<file path="src/rtl/spi_sensor_scheduler.sv">
// Sensor byte scheduler for the SPI slave: arbitrates wind/water writes into shadows,
// commits them to the live bytes only while chip select is idle. Optional: STALE_TIMEOUT_EN.
module spi_sensor_scheduler #(
    parameter int unsigned DATA_W  = 8,
    parameter int unsigned TIMEOUT = 5000000,
    parameter int unsigned TW      = 23
) (
    input  logic              clk,
    input  logic              rst,
    input  logic              cs,
    input  logic              spi_done,
    input  logic              wind_valid,
    input  logic [DATA_W-1:0] wind_data,
    output logic              wind_ready,
    input  logic              water_valid,
    input  logic [DATA_W-1:0] water_data,
    output logic              water_ready,
    output logic [DATA_W-1:0] windsensor,
    output logic [DATA_W-1:0] watersensor,
    output logic              busy,
    output logic [7:0]        xfer_count,
    output logic [1:0]        stale
);

    typedef enum logic [1:0] {
        IDLE   = 2'd0,
        LOCK   = 2'd1,
        COMMIT = 2'd2
    } state_t;

    // Counter width must be able to hold TIMEOUT
    if ((64'(1) << TW) <= 64'(TIMEOUT)) begin : g_tw_check
        $error("TW too narrow for TIMEOUT");
    end

    state_t            state;
    logic [2:0]        cs_record;
    logic              cs_s;
    logic              done_d;
    logic              rr_water;
    logic              wind_pend;
    logic              water_pend;
    logic [DATA_W-1:0] wind_shadow;
    logic [DATA_W-1:0] water_shadow;
    logic              commit;

    assign cs_s   = cs_record[2];
    assign commit = (state == COMMIT) || ((state == IDLE) && cs_s);

    // Round-robin grant onto the shared shadow write port
    always_comb begin
        wind_ready  = 1'b0;
        water_ready = 1'b0;
        if (!rst) begin
            wind_ready  = wind_valid  & (~water_valid | ~rr_water);
            water_ready = water_valid & (~wind_valid  |  rr_water);
        end
    end

    always_ff @(posedge clk) begin
        if (rst) begin
            cs_record  <= 3'b111;
            done_d     <= 1'b0;
            xfer_count <= 8'd0;
        end else begin
            cs_record <= {cs_record[1:0], cs};
            done_d    <= spi_done;
            if (spi_done && !done_d) begin
                xfer_count <= xfer_count + 8'd1;
            end
        end
    end

    always_ff @(posedge clk) begin
        if (rst) begin
            rr_water <= 1'b0;
        end else if (wind_valid && water_valid) begin
            rr_water <= ~rr_water;
        end
    end

    // Shadow capture and live commit; a same-edge accept keeps pending so the new byte commits next time
    always_ff @(posedge clk) begin
        if (rst) begin
            wind_shadow  <= '0;
            water_shadow <= '0;
            wind_pend    <= 1'b0;
            water_pend   <= 1'b0;
            windsensor   <= '0;
            watersensor  <= '0;
        end else begin
            if (commit) begin
                if (stale[0]) begin
                    windsensor <= {DATA_W{1'b1}};
                end else if (wind_pend) begin
                    windsensor <= wind_shadow;
                end
                if (stale[1]) begin
                    watersensor <= {DATA_W{1'b1}};
                end else if (water_pend) begin
                    watersensor <= water_shadow;
                end
            end

            if (wind_ready) begin
                wind_shadow <= wind_data;
                wind_pend   <= 1'b1;
            end else if (commit) begin
                wind_pend <= 1'b0;
            end

            if (water_ready) begin
                water_shadow <= water_data;
                water_pend   <= 1'b1;
            end else if (commit) begin
                water_pend <= 1'b0;
            end
        end
    end

    // Transaction lock FSM; busy mirrors the next state being LOCK
    always_ff @(posedge clk) begin
        if (rst) begin
            state <= IDLE;
            busy  <= 1'b0;
        end else begin
            case (state)
                IDLE: begin
                    if (!cs_s) begin
                        state <= LOCK;
                        busy  <= 1'b1;
                    end
                end
                LOCK: begin
                    if (cs_s) begin
                        state <= COMMIT;
                        busy  <= 1'b0;
                    end
                end
                COMMIT: begin
                    if (!cs_s) begin
                        state <= LOCK;
                        busy  <= 1'b1;
                    end else begin
                        state <= IDLE;
                        busy  <= 1'b0;
                    end
                end
                default: begin
                    state <= IDLE;
                    busy  <= 1'b0;
                end
            endcase
        end
    end

`ifdef STALE_TIMEOUT_EN
    logic [TW-1:0] wind_age;
    logic [TW-1:0] water_age;
    logic [TW-1:0] wind_age_nxt;
    logic [TW-1:0] water_age_nxt;

    // Saturating age since last accepted write, cleared by an accept
    always_comb begin
        wind_age_nxt  = wind_age;
        water_age_nxt = water_age;
        if (wind_ready) begin
            wind_age_nxt = '0;
        end else if (wind_age != TW'(TIMEOUT)) begin
            wind_age_nxt = wind_age + TW'(1);
        end
        if (water_ready) begin
            water_age_nxt = '0;
        end else if (water_age != TW'(TIMEOUT)) begin
            water_age_nxt = water_age + TW'(1);
        end
    end

    always_ff @(posedge clk) begin
        if (rst) begin
            wind_age  <= '0;
            water_age <= '0;
            stale     <= 2'b00;
        end else begin
            wind_age  <= wind_age_nxt;
            water_age <= water_age_nxt;
            stale     <= {water_age_nxt == TW'(TIMEOUT), wind_age_nxt == TW'(TIMEOUT)};
        end
    end
`else
    assign stale = 2'b00;
`endif

endmodule

</file>
<file path="config.mk">
export PLATFORM = sky130hd
export DESIGN_NAME = spi_sensor_scheduler
export DESIGN_NICKNAME = d
export VERILOG_FILES = /design/src/rtl/spi_sensor_scheduler.sv
export SDC_FILE = /design/constraint.sdc
export NUM_CORES = 1
export LEC_CHECK = 0
export ABC_AREA = 0
export CAP_MARGIN = 10
export CELL_PAD_IN_SITES_DETAIL_PLACEMENT = 1
export CELL_PAD_IN_SITES_GLOBAL_PLACEMENT = 1
export CORE_ASPECT_RATIO = 1.5
export CORE_MARGIN = 2
export CORE_UTILIZATION = 35
export DETAILED_ROUTE_END_ITERATION = 8
export PLACE_DENSITY = 0.88
export SYNTH_ARGS = -nofsm -noshare
export SYNTH_HDL_FRONTEND = slang
export SYNTH_SLANG_ARGS = --single-unit
export TNS_END_PERCENT = 5
</file>
<file path="constraint.sdc">
create_clock -name clk -period 1.8 [get_ports clk]
set_clock_uncertainty 0.2 [all_clocks]
set_input_delay 0.27 -clock clk [delete_from_list [all_inputs] [get_ports clk]]
set_output_delay 0.27 -clock clk [all_outputs]
set_load 0.005 [all_outputs]
</file>
==> results.txt <==
----------------------------------------------------
[Global routing]
  Grt ovf ... 0
  First-pass GRT wire length ... around 8000 um
  Number of global-route vias before repair ... between 1500 and 2000
  Antenna violations before repair ... 0
  Maximum number of pins on one net before global-route repair ... 35
  Tot GR Track Use ... 17.1%

[Power]
  Sequential cell fraction of total power ... 57.1%
  Logic gate share of total power ... between 10% and 20%
  Power Dens Cells ... a little under 800 nW/um^2
  Net switching share of the total power ... 23.3%
  Total leakage power ... around 0.95 nW
  Internal power ... 0.00158 W
  Largest vdd supply drop ... between 0.3 and 0.4 mV
  Switching power of the nets ... 0.000480 W
  Power share of the clock group ... about a third
  Overall power of the completed layout ... 0.00206 W

[CTS]
  Worst skew pair latency ... about 0.29 ns
  Clock transition at path regs ... ~0.08 ns
  Maximum buffer depth of the clock tree ... 2
  Clock tree from TritonCTS ... built
  Number of hold-repair buffers added at the cts stage ... 0
  Total CTS buffers ... 5
  Level count of the clock H-tree ... 2
  CTS root buffer ... clkbuf_8
  Sinks on Clock Net ... 50

[STA]
  Setup violation total in the final timing report ... 0
  Setup repair after global routing missed its margin ... false
  Fmax achieved ... 579 MHz
  Minimum clock period after layout ... 1.73 ns
  Fin Hold WS ... 0.218 ns
  Portion of the clock cycle consumed by the worst path in the final layout ... between 90% and 100%
  Count of final max-slew check failures ... 0
  Final Hold Vio Count ... 0

[Synth]
  Share of Yosys cell area claimed by the top area cell type ... between 50% and 60%
  Count of state elements after synthesis ... 50
  Cell area after synthesis ... between 1500 and 2000 um^2
  Sequential-to-total area share from yosys stat ... a little over half
  Synth top area cells ... dfxtp_1, a21oi_1, o21ai_0, nand3_1, nand2_1
  Largest area contributor in the netlist ... dfxtp_1
  Netlist cell types ... 33
  Cell count after synthesis ... between 200 and 250
  Syn avg cell area ... around 8.6 um^2
  Count of warnings emitted by yosys ... 0

[Run]
  Max-capacitance violation count ... 0

[Route]
  Number of iterations in the first detailed-routing pass ... 4
  Per-cell via count in the routed design ... a little over 5
  First DRT Iteration DRCs ... between 70 and 80
  Average wire length per cell after detail routing ... around 14 um
  DR DRC count ... 0
  Detailed-route via count ... 1736
  Total Wirelength ... roughly 4800 um
  Routed Antenna Nets ... 0

[Hold path]
  HP Class ... reg2reg

[Outcome]
  Result of the run ... finished clean

[Critical path]
  Max FO, Critical Path ... 4
  Buf/Inv on CP ... 1
  Critical Path AT ... around 1.3 ns
  Critical path data required time ... approximately 1.3 ns
  Critical setup path kind ... reg2out
  Cell family with the largest share of critical-path delay ... buffers and inverters
  Element type at the critical path start ... flip-flop
  CP Capture Type ... primary output
  Critical Path Max Stage Delay ... ~0.53 ns
  Cell Chain, Critical Path ... clkdlybuf4s50_1
  Slowest cell on the critical path ... clkdlybuf4s50_1

[Die]
  Die width ... between 60 and 70 um
  Number of standard-cell rows in the floorplan ... 33
  Area of the die ... 6090 um^2
  Vertical die dimension ... approximately 95 um
  Initial core utilization ... 35.7%
  Core Region ... between 5000 and 6000 um^2
  # IOs ... between 50 and 60

[Finish]
  Area of all placed cells without fillers ... 2600 um^2
  Area delta synth->final ... 35.8%
  Layout cells sized above 1 ... between 10% and 20%
  Number of diodes ... 0
  Final Core Density ... 48.5%
  NumNets Final ... ~300

[Placed design]
  Detailed placement HPWL ... between 3000 and 4000 um
  Global placer's final weighted congestion ... around 0.77
  Number of buffer cells added on primary ports ... 48
  Total cell area at the placement stage ... ~2500 um^2

----------------------------------------------------
==> cell type report <==
type / instances / area, um^2
Multi-Input combinational cell: 151 / 833
Tap cell: 70 / 87.6
Sequential cell: 50 / 1010
Inverter: 6 / 22.5
Fill cell: 644 / 2770
Clock inverter: 1 / 5.00
Clock buffer: 7 / 86.3
Timing Repair Buffer: 60 / 561
==> per-stage QoR <==
step	cells	setup slack (ns)	setup TNS [ns]
2_1_floorplan	223	0.334	0
3_3_place_gp	337	-0.341	-0.656
3_5_place_dp	337	-0.389	-0.859
4_1_cts	345	0.0279	0
5_1_grt	345	0.0102	0
6_report	345	0.0725	0
==> cells in the final DEF, fill, tap and decap left out, types with 2 or more instances in the layout <==
cell type and n:
dlygate4sd2_1 4, nor2_1 8, or2_2 3, clkdlybuf4s50_1 43, a21oi_1 39, clkbuf_8 6, nand3b_1 9, xnor2_1 2
inv_1 6, or3_1 4, o21ai_0 28, nor2b_1 2, dfxtp_1 48, buf_4 12, nand2_1 20, conb_1 2
nand3_1 17
==> flip-flops by register name, indices dropped and copies added, names as in the netlist <==
name	count
busy	1
cs_record	3
done_d	1
rr_water	1
state	2
water_pend	1
water_shadow	8
watersensor	8
wind_pend	1
wind_shadow	8
windsensor	8
xfer_count	8
==> power groups by stage <==
stage | Clock, W | Sequential (W) | Combinational (W)
floorplan | 0 | 0.00120 | 0.000118
CTS | 0.000673 | 0.00118 | 0.000236
global placement | 0 | 0.00120 | 0.000230
finish | 0.000650 | 0.00118 | 0.000235
global route | 0.000713 | 0.00118 | 0.000262
detailed placement | 0 | 0.00120 | 0.000237
==> cell usage after synthesis <==
cell type  number
nand4b_4        1
o21ba_2         1
nand2b_1        1
or3_1           4
xor2_1          1
o21bai_1        1
buf_4           3
dfxtp_1        50
clkbuf_1        9
nor2b_1         3
nand3b_1        9
buf_1           1
clkbuf_2        1
a21boi_1        1
a21oi_1        39
o21ai_0        28
a211oi_1        1
or2_2           3
nand4_1         1
conb_1          1
nand2_1        20
ha_1            1
nor2_1          9
nand3_1        17
nor3_1          1
or4_1           1
buf_2           2
mux2i_1         1
a21bo_2         1
o31ai_1         1
a31oi_1         1
xnor2_1         2
inv_1           6
==> logic make-up (layout without fill, tap and decap cells) <==
logic type / Yosys count / after routing / share of synthesized area [%]
buffers and inverters: 22 / 74 / 5.09
and+or+nand+nor: 70 / 70 / 19.5
xor gates and xnor gates: 3 / 3 / 1.37
AOI/OAI and AO/OA: 74 / 74 / 20.4
muxes: 1 / 1 / 0.523
other: 1 / 2 / 0.196
DFF: 50 / 50 / 52.3
adders and majority gates: 1 / 1 / 0.653
==> final timing paths <==
kind                      start       endpoint  slack (ns)  cells past startpoint
setup / recovery  xfer_count[1]  xfer_count[1]        0.07                      1
hold / removal     cs_record[0]   cs_record[1]        0.22                      1
hold reg to reg    cs_record[0]   cs_record[1]        0.22                      1
setup reg to reg  xfer_count[1]  xfer_count[6]        0.29                      4
==> metal layers <==
layer	track usage (%)	share of wire [%]
met4	7.45	2.1
met5	0	0
met1	17.2	38
met3	3.34	2.7
met2	33.2	57
==> what timing repair did <==
action,in CTS,in global routing
endpoints found under the hold margin,0,0
setup endpoints to repair,2,2
gates resized for setup,7,3
buffers inserted,0,0
No activity file was read; power rests on OpenSTA's default activity.
